===== src/rtl/cldiv16.sv =====
// Bit-serial carryless (GF(2)[x]) divider: q = a / b, r = a mod b, with valid/ready handshakes.
// Optional build macro CLDIV_EARLY_EN skips the leading all-zero steps (latency 2N+s instead of 3N-1).
module cldiv16 #(
    parameter int unsigned N = 16
) (
    input  logic           clk,
    input  logic           rst,
    input  logic           in_valid,
    output logic           in_ready,
    input  logic [2*N-1:0] a,
    input  logic [N-1:0]   b,
    output logic           out_valid,
    input  logic           out_ready,
    output logic [2*N-1:0] q,
    output logic [N-1:0]   r,
    output logic           dz
);
    localparam int unsigned QW = 2 * N;
    localparam int unsigned DW = 3 * N - 1;
    localparam int unsigned RW = N - 1;
    localparam int unsigned SW = $clog2(N);
    localparam int unsigned CW = $clog2(DW);

    typedef enum logic [1:0] {IDLE, DIV, DONE} state_t;

    state_t        state;
    logic [DW-1:0] dd;
    logic [RW-1:0] rr;
    logic [RW-1:0] bnl;
    logic [QW-1:0] qs;
    logic [SW-1:0] sh_q;
    logic [CW-1:0] cnt;
    logic          bz;

    logic [SW-1:0] deg_c;
    logic [SW-1:0] sh_c;
    logic [RW-1:0] bn_c;
    logic [DW-1:0] d_init_c;
    logic [CW-1:0] cnt_init_c;
    logic [N-1:0]  t_c;
    logic [RW-1:0] r_nx_c;
    logic [QW-1:0] q_nx_c;

    // Normalise the divisor so its leading coefficient sits at bit N-1.
    always_comb begin
        deg_c = '0;
        for (int i = 0; i < N; i++) begin
            if (b[i]) deg_c = SW'(i);
        end
        sh_c = SW'(N - 1) - deg_c;
        bn_c = RW'(b << sh_c);
`ifdef CLDIV_EARLY_EN
        // a << s with its N-1-s zero leading bits already consumed is simply a << (N-1).
        d_init_c   = DW'(a) << (N - 1);
        cnt_init_c = CW'(QW - 1) + CW'(sh_c);
`else
        d_init_c   = DW'(a) << sh_c;
        cnt_init_c = CW'(DW - 1);
`endif
    end

    // One long-division step: bring down the next dividend bit, subtract bn if the top bit is set.
    always_comb begin
        t_c    = {rr, dd[DW-1]};
        r_nx_c = t_c[N-1] ? (t_c[N-2:0] ^ bnl) : t_c[N-2:0];
        q_nx_c = {qs[QW-2:0], t_c[N-1]};
    end

    always_ff @(posedge clk) begin
        if (rst) begin
            state     <= IDLE;
            in_ready  <= 1'b1;
            out_valid <= 1'b0;
            q         <= '0;
            r         <= '0;
            dz        <= 1'b0;
            dd        <= '0;
            rr        <= '0;
            bnl       <= '0;
            qs        <= '0;
            sh_q      <= '0;
            cnt       <= '0;
            bz        <= 1'b0;
        end else begin
            case (state)
                IDLE: begin
                    if (in_valid) begin
                        state    <= DIV;
                        in_ready <= 1'b0;
                        dd       <= d_init_c;
                        rr       <= '0;
                        qs       <= '0;
                        bnl      <= bn_c;
                        sh_q     <= sh_c;
                        cnt      <= cnt_init_c;
                        bz       <= (b == '0);
                    end
                end
                DIV: begin
                    if (bz) begin
                        state     <= DONE;
                        out_valid <= 1'b1;
                        q         <= '0;
                        r         <= '0;
                        dz        <= 1'b1;
                    end else begin
                        dd  <= dd << 1;
                        rr  <= r_nx_c;
                        qs  <= q_nx_c;
                        cnt <= cnt - CW'(1);
                        if (cnt == '0) begin
                            state     <= DONE;
                            out_valid <= 1'b1;
                            q         <= q_nx_c;
                            r         <= N'({1'b0, r_nx_c} >> sh_q);
                            dz        <= 1'b0;
                        end
                    end
                end
                DONE: begin
                    if (out_ready) begin
                        state     <= IDLE;
                        out_valid <= 1'b0;
                        in_ready  <= 1'b1;
                    end
                end
                default: begin
                    state     <= IDLE;
                    in_ready  <= 1'b1;
                    out_valid <= 1'b0;
                end
            endcase
        end
    end

endmodule


===== config.mk =====
export PLATFORM = sky130hd
export DESIGN_NAME = cldiv16
export DESIGN_NICKNAME = d
export VERILOG_FILES = /design/src/rtl/cldiv16.sv
export SDC_FILE = /design/constraint.sdc
export NUM_CORES = 1
export LEC_CHECK = 0
export CAP_MARGIN = 10
export CORE_MARGIN = 1
export CORE_UTILIZATION = 39
export CTS_CLUSTER_SIZE = 10
export DETAILED_ROUTE_END_ITERATION = 10
export PLACE_DENSITY = 0.68
export SYNTH_ARGS = -nofsm -noshare
export SYNTH_HDL_FRONTEND = slang
export SYNTH_SLANG_ARGS = --single-unit

===== constraint.sdc =====
create_clock -name clk -period 2.8 [get_ports clk]
set_input_delay 0.42 -clock clk [delete_from_list [all_inputs] [get_ports clk]]
set_output_delay 0.42 -clock clk [all_outputs]
set_load 0.005 [all_outputs]

# [Word-level counts from Yosys, hierarchy flattened]
# Cells that the tools add are included.
[op_classes] n_addsub=2 n_eq_ne=6 shift=3 mux=46 bitwise=3 n_reduce_logical=11
[op_table] op="2-to-1 mux 47 bit" n=2
[op_table] op="case mux 47 bit (2 select lines)" n=1
[op_table] op="2-to-1 mux 32 bit" n=2
[op_table] op="2-to-1 mux 31 bit" n=2
[op_table] op="case mux 31 bit (2 select lines)" n=1
[op_table] op="2-to-1 mux 4 bit" n=13
[op_table] op="<< shifter 32 x 4 -> 47 bit" n=1
[op_table] op="2-to-1 mux 15 bit" n=3
[op_table] op="2-to-1 mux 16 bit" n=2
[op_table] op="case mux 15 bit (2 select lines)" n=1
[op_table] op="zero test 16 bit" n=1
[op_table] op="<< shifter 16 x 4 -> 15 bit" n=1
[op_table] op=">> shifter 15 x 4 -> 16 bit" n=1
[op_table] op="XOR 15 bit" n=1
[op_table] op="2-to-1 mux 6 bit" n=2
[op_table] op="case mux 6 bit (2 select lines)" n=1
[op_table] op="AND reduction 3 bit" n=4
[op_table] op="2-to-1 mux 2 bit" n=5
[op_table] op="2-to-1 mux 1 bit" n=8
[op_table] op="zero test 6 bit" n=1
[op_table] op="inequality test 2 bit, second input constant" n=3
[op_table] op="case mux 1 bit (3 select lines)" n=2
[op_table] op="case mux 2 bit (3 select lines)" n=1
[op_table] op="subtractor 6 x 1 -> 6 bit, second input constant" n=1
[op_table] op="other kinds (8)" n=11
[word_totals] register_bits=172

# [Depth between registers and ports, before layout]
[depth] ltp_word=19 depth_mapped=11

# [Least setup slack after synthesis]
# Ideal clock, no wire load.
[synth_path] kind="input port to flip-flop" start="in b[8]" end="reg dd[4]" t_arrival_ns=2.297 path_slack_ns=0.376 cell_stages=10 path_buffers=2 path_cell_list="or4_4 > o21a_1 > buf_6 > buf_8 > mux2i_1 > a21oi_1 > a311oi_2 > a21oi_1 > a222oi_1 > nor2_1"
[synth_between] elab_chain_len=12
[synth_lines] item="start: declaration" line="11" source="input logic [N-1:0] b,"
[synth_lines] item="2-to-1 mux 4 bit (8 in series)" line="48" source="if (b[i]) deg_c = SW'(i);"
[synth_lines] item="subtractor 4 bit" line="50" source="sh_c = SW'(N - 1) - deg_c;"
[synth_lines] item="<< shifter 32 x 4 -> 47 bit" line="57" source="d_init_c = DW'(a) << sh_c;"
[synth_lines] item="2-to-1 mux 47 bit" line="87" source="if (in_valid) begin"
[synth_lines] item="case mux 47 bit (2 select lines)" line="85" source="case (state)"
[synth_lines] item="end signal: assignment" line="90" source="dd <= d_init_c;"
[synth_lines] item="end signal: assignment" line="107" source="dd <= dd << 1;"
[synth_lines] item="end: declaration" line="27" source="logic [DW-1:0] dd;"
# Every way passes these cells. The select of a mux whose other input is x is not followed.
# A chain may end at the register's enable or synchronous reset.

# [Final worst setup path]
[layout_path] start="in b[9]" end="reg dd[22]"
[layout_between] elab_chain_len=11
[layout_lines] item="2-to-1 mux 4 bit (7 in series)" line="48"
[layout_lines] item="subtractor 4 bit" line="50"
[layout_lines] item="<< shifter 32 x 4 -> 47 bit" line="57"
[layout_lines] item="2-to-1 mux 47 bit" line="87"
[layout_lines] item="case mux 47 bit (2 select lines)" line="85"
# Every way passes these cells. The select of a mux whose other input is x is not followed.

==> results.tsv <==
stage	metric	value	unit
outcome	status	completed	
power	internal power	4.54	mW
min_path	Worst Hold Class	register to register	
sta	period utilization	97.4	%
layout	share of cells above drive strength 1	20.1	%
worst_setup_path	r2r setup slk	0.57	ns
sta	final worst clock skew	0.0173	ns
floorplan	Initial Utilization	39.9	%
route	drt via density	5.93	
synthesis	synth warn	0	
synthesis	Post-Syn Area per Cell	8.14	um2
layout	Layout Cells excl Fill	1743	
route	WL/cell	19.5	um
clock_tree	post-CTS setup buffer count	0	
synthesis	top cells by area, synth	dfxtp_1 35%, mux2i_1 7.9%, nor2_1 7.7%	
synthesis	Async S/R FF share, synth	0	%
layout	final net count	1460	
power	Power Density	527	nW/um2
worst_setup_path	WP data required	3.10	ns
sta	Final Hold Fails	0	
placed_design	dpl cells	1711	
global_route	pin count of the biggest net entering global routing	76	
flow_run	Max Cap Viol	0	
route	drt pass-1 iters	6	
sta	max frequency	0.367	GHz
clock_tree	Clock Tree Buf Depth	2	
placed_design	hpwl dp	25000	um
synthesis	Syn Nets	1254	
power	worst IR drop on VDD	323	uV
floorplan	core area	24500	um2
sta	Slew HR	47.2	%
route	DRT Wirelength	34000	um
layout	most frequent cells in the layout	198 x nor2_1, 181 x buf_4, 171 x dfxtp_1, 111 x nand2_1, 99 x clkdlybuf4s50_1	
synthesis	Yosys top cell area share	35.0	%
min_path	Worst Hold Launch	r[7]$_SDFFE_PP0P_	
power	Seq pwr share	39.3	%
synthesis	number of synthesized flops with an enable pin	0	
worst_setup_path	RR Endpoint	dd[5]$_SDFFE_PP0P_	
min_path	Hold Crit Depth	2	
worst_setup_path	reg2reg start	state[1]$_SDFFE_PP0P_	
route	DRC viols	0	
placed_design	pre-CTS setup slack	-0.370	ns
sta	worst setup margin	0.0726	ns
worst_setup_path	Critical Path End Type	register	
worst_setup_path	Startpoint Class	primary input	
global_route	total grt overflow	0	
sta	Final Setup Violations	0	
global_route	vias in the first global route	9832	
synthesis	register area share after synthesis	35.0	%
route	DR vias	10331	
floorplan	I/O pin count	103	
worst_setup_path	worst reg-to-reg path cell count	8	
layout	fill count	2264	
floorplan	full die area	25700	um2
clock_tree	Sinks on Clock Net	171	
sta	slew at the pin closest to its max-slew limit	0.791	ns
floorplan	Die H	160	um
synthesis	post-synthesis cell count	1200	
sta	crit path time final	2.73	ns
placed_design	Port Buf Inserts	101	
global_route	global-route wire length before repair	54500	um
power	Psw	2.29	mW
power	Sw Share	33.5	%
clock_tree	Worst-Skew Late Latency	0.43	ns
sta	unrepaired setup endpoints after global routing	true	
layout	Area Growth Syn to Fin	32.6	%
clock_tree	H-Tree Level Count	4	
sta	Final Max Slew Viols	0	
min_path	worst hold endpoint	r[7]$_SDFFE_PP0P_	
clock_tree	CTS buffer count	17	
clock_tree	Clock Root Buffer	clkbuf_16	
worst_setup_path	Worst Path Max Fanout	10	
clock_tree	TritonCTS clock tree	built	
worst_setup_path	crit path DAT	3.02	ns
synthesis	Synth area leader	dfxtp_1	
power	Static Leak	4.85	nW
route	Routed Antenna Nets	0	
power	power share of the clock group	35.3	%
power	Logic pwr share	25.4	%
placed_design	Final GP Congestion	1.00	
synthesis	Synth cell types	82	
layout	antenna cells	0	
layout	FF/Latch Area	3420	um2
floorplan	die width	160	um
global_route	initial antenna violation count	0	
synthesis	#FFs+latches synth	171	
global_route	GR Util All Layers	26.3	%
synthesis	ys flop type	dfxtp_1	
floorplan	row count	57	
synthesis	Cell Area, Synth	9770	um2
clock_tree	Clock transition at path regs	0.08	ns
route	drt initial violations	977	
layout	commonest non-fill, non-tap cell in the layout	nor2_1	
worst_setup_path	critical path class	primary input to register	
layout	multi-input logic area	5910	um2
[flip-flops by register name, summed over array words and instances, names as in the netlist, 2 cells and up]
register / cells
dd: 47
q: 32
qs: 31
bnl: 15
r: 15
rr: 15
cnt: 6
sh_q: 4
state: 2
[cell families (layout without fill, tap and decap cells)]
group / count (synthesis) / after routing / synth area share (%)
XOR/XNOR: 19 / 19 / 1.70
buffers and inverters: 114 / 333 / 5.24
multiplexers: 98 / 98 / 10.8
AND/OR/NAND/NOR: 421 / 421 / 19.1
flip-flops: 171 / 171 / 35.0
adder cells (fa/ha/maj): 2 / 2 / 0.256
other: 1 / 1 / 0.0384
AO/OA/AOI/OAI: 374 / 374 / 27.8
[per-layer routing]
metal  vias up  share of wire [%]  routed length (um)  global-route usage, %
li1       4865                  -                   -                      -
met4         0                2.3                 770                   8.14
met5         -                  0                   0                      0
met3        47                8.5                2880                   4.81
met1      4936                 45               15400                   37.4
met2       483                 44               14900                   40.2
[synthesized netlist by cell type (9+ instances only)]
| library cell | count |
|---|---|
| a31oi_1 | 19 |
| a32oi_1 | 16 |
| mux2_2 | 15 |
| clkbuf_1 | 70 |
| buf_1 | 9 |
| nand2_1 | 111 |
| xor2_1 | 9 |
| o21ai_0 | 35 |
| mux2i_1 | 77 |
| a211oi_1 | 32 |
| nor4_1 | 10 |
| o22ai_1 | 12 |
| a221oi_1 | 20 |
| nor3_1 | 20 |
| dfxtp_1 | 171 |
| nand3_1 | 18 |
| a21oi_1 | 70 |
| xnor2_1 | 10 |
| a22oi_1 | 92 |
| and3_1 | 9 |
| nor2_1 | 201 |
| and2_1 | 13 |
| buf_2 | 16 |
[worst max path at each step]
stage | cells after the start | endpoint | from
floorplan | 10 | dd[4]$_SDFFE_PP0P_ | b[8]
finish | 9 | dd[22]$_SDFFE_PP0P_ | b[9]
CTS | 11 | dd[42]$_SDFFE_PP0P_ | b[13]
global route | 12 | dd[30]$_SDFFE_PP0P_ | b[5]
detailed placement | 10 | dd[9]$_SDFFE_PP0P_ | b[9]
global placement | 10 | dd[28]$_SDFFE_PP0P_ | b[13]
[metrics by stage]
stage                     area (um2)  utilization, %  total power [mW]  hold slack, ns  setup TNS, ns
after global routing           13000            53.0              7.11           0.472        -0.0419
after CTS                      12900            52.8              6.82           0.457              0
after detailed placement       12300            50.3              4.43           0.447         -13.19
final                          13000            53.0              6.83           0.451              0
after floorplan                 9770               -              3.69           0.425              0
after global placement         12300            50.3              4.41           0.442         -10.80
[worst max-delay path, stage by stage]
cell	delay, ns
clkdlybuf4s50_1	0.46
or3_4	0.42
or4_4	0.53
a32oi_2	0.39
a22o_1	0.19
a221oi_1	0.05
buf_4	0.18
a221oi_1	0.26
a211oi_1	0.12
[power by group through the flow]
stage / clock [mW] / sequential [mW] / combinational (mW)
finish: 2.41 / 2.69 / 1.74
global route: 2.54 / 2.70 / 1.87
CTS: 2.44 / 2.68 / 1.70
detailed placement: 0 / 2.74 / 1.69
global placement: 0 / 2.74 / 1.68
floorplan: 0 / 2.70 / 0.986
[what timing repair did]
item                                   4_1_cts  5_1_grt
endpoints found under the hold margin        0        0
hold buffers                                 0        0
gates resized for setup                      0        9
setup endpoints to repair                    0       14
[cell type report]
type	count	share of cell area, %
well taps	324	3.13
flip-flops and latches	171	26.4
clock buffers	18	3.39
inverters	9	0.261
repair buffers	292	19.9
multi-input cells	915	45.6
clock inverters	14	1.30
No activity file was read; power rests on OpenSTA's default activity.
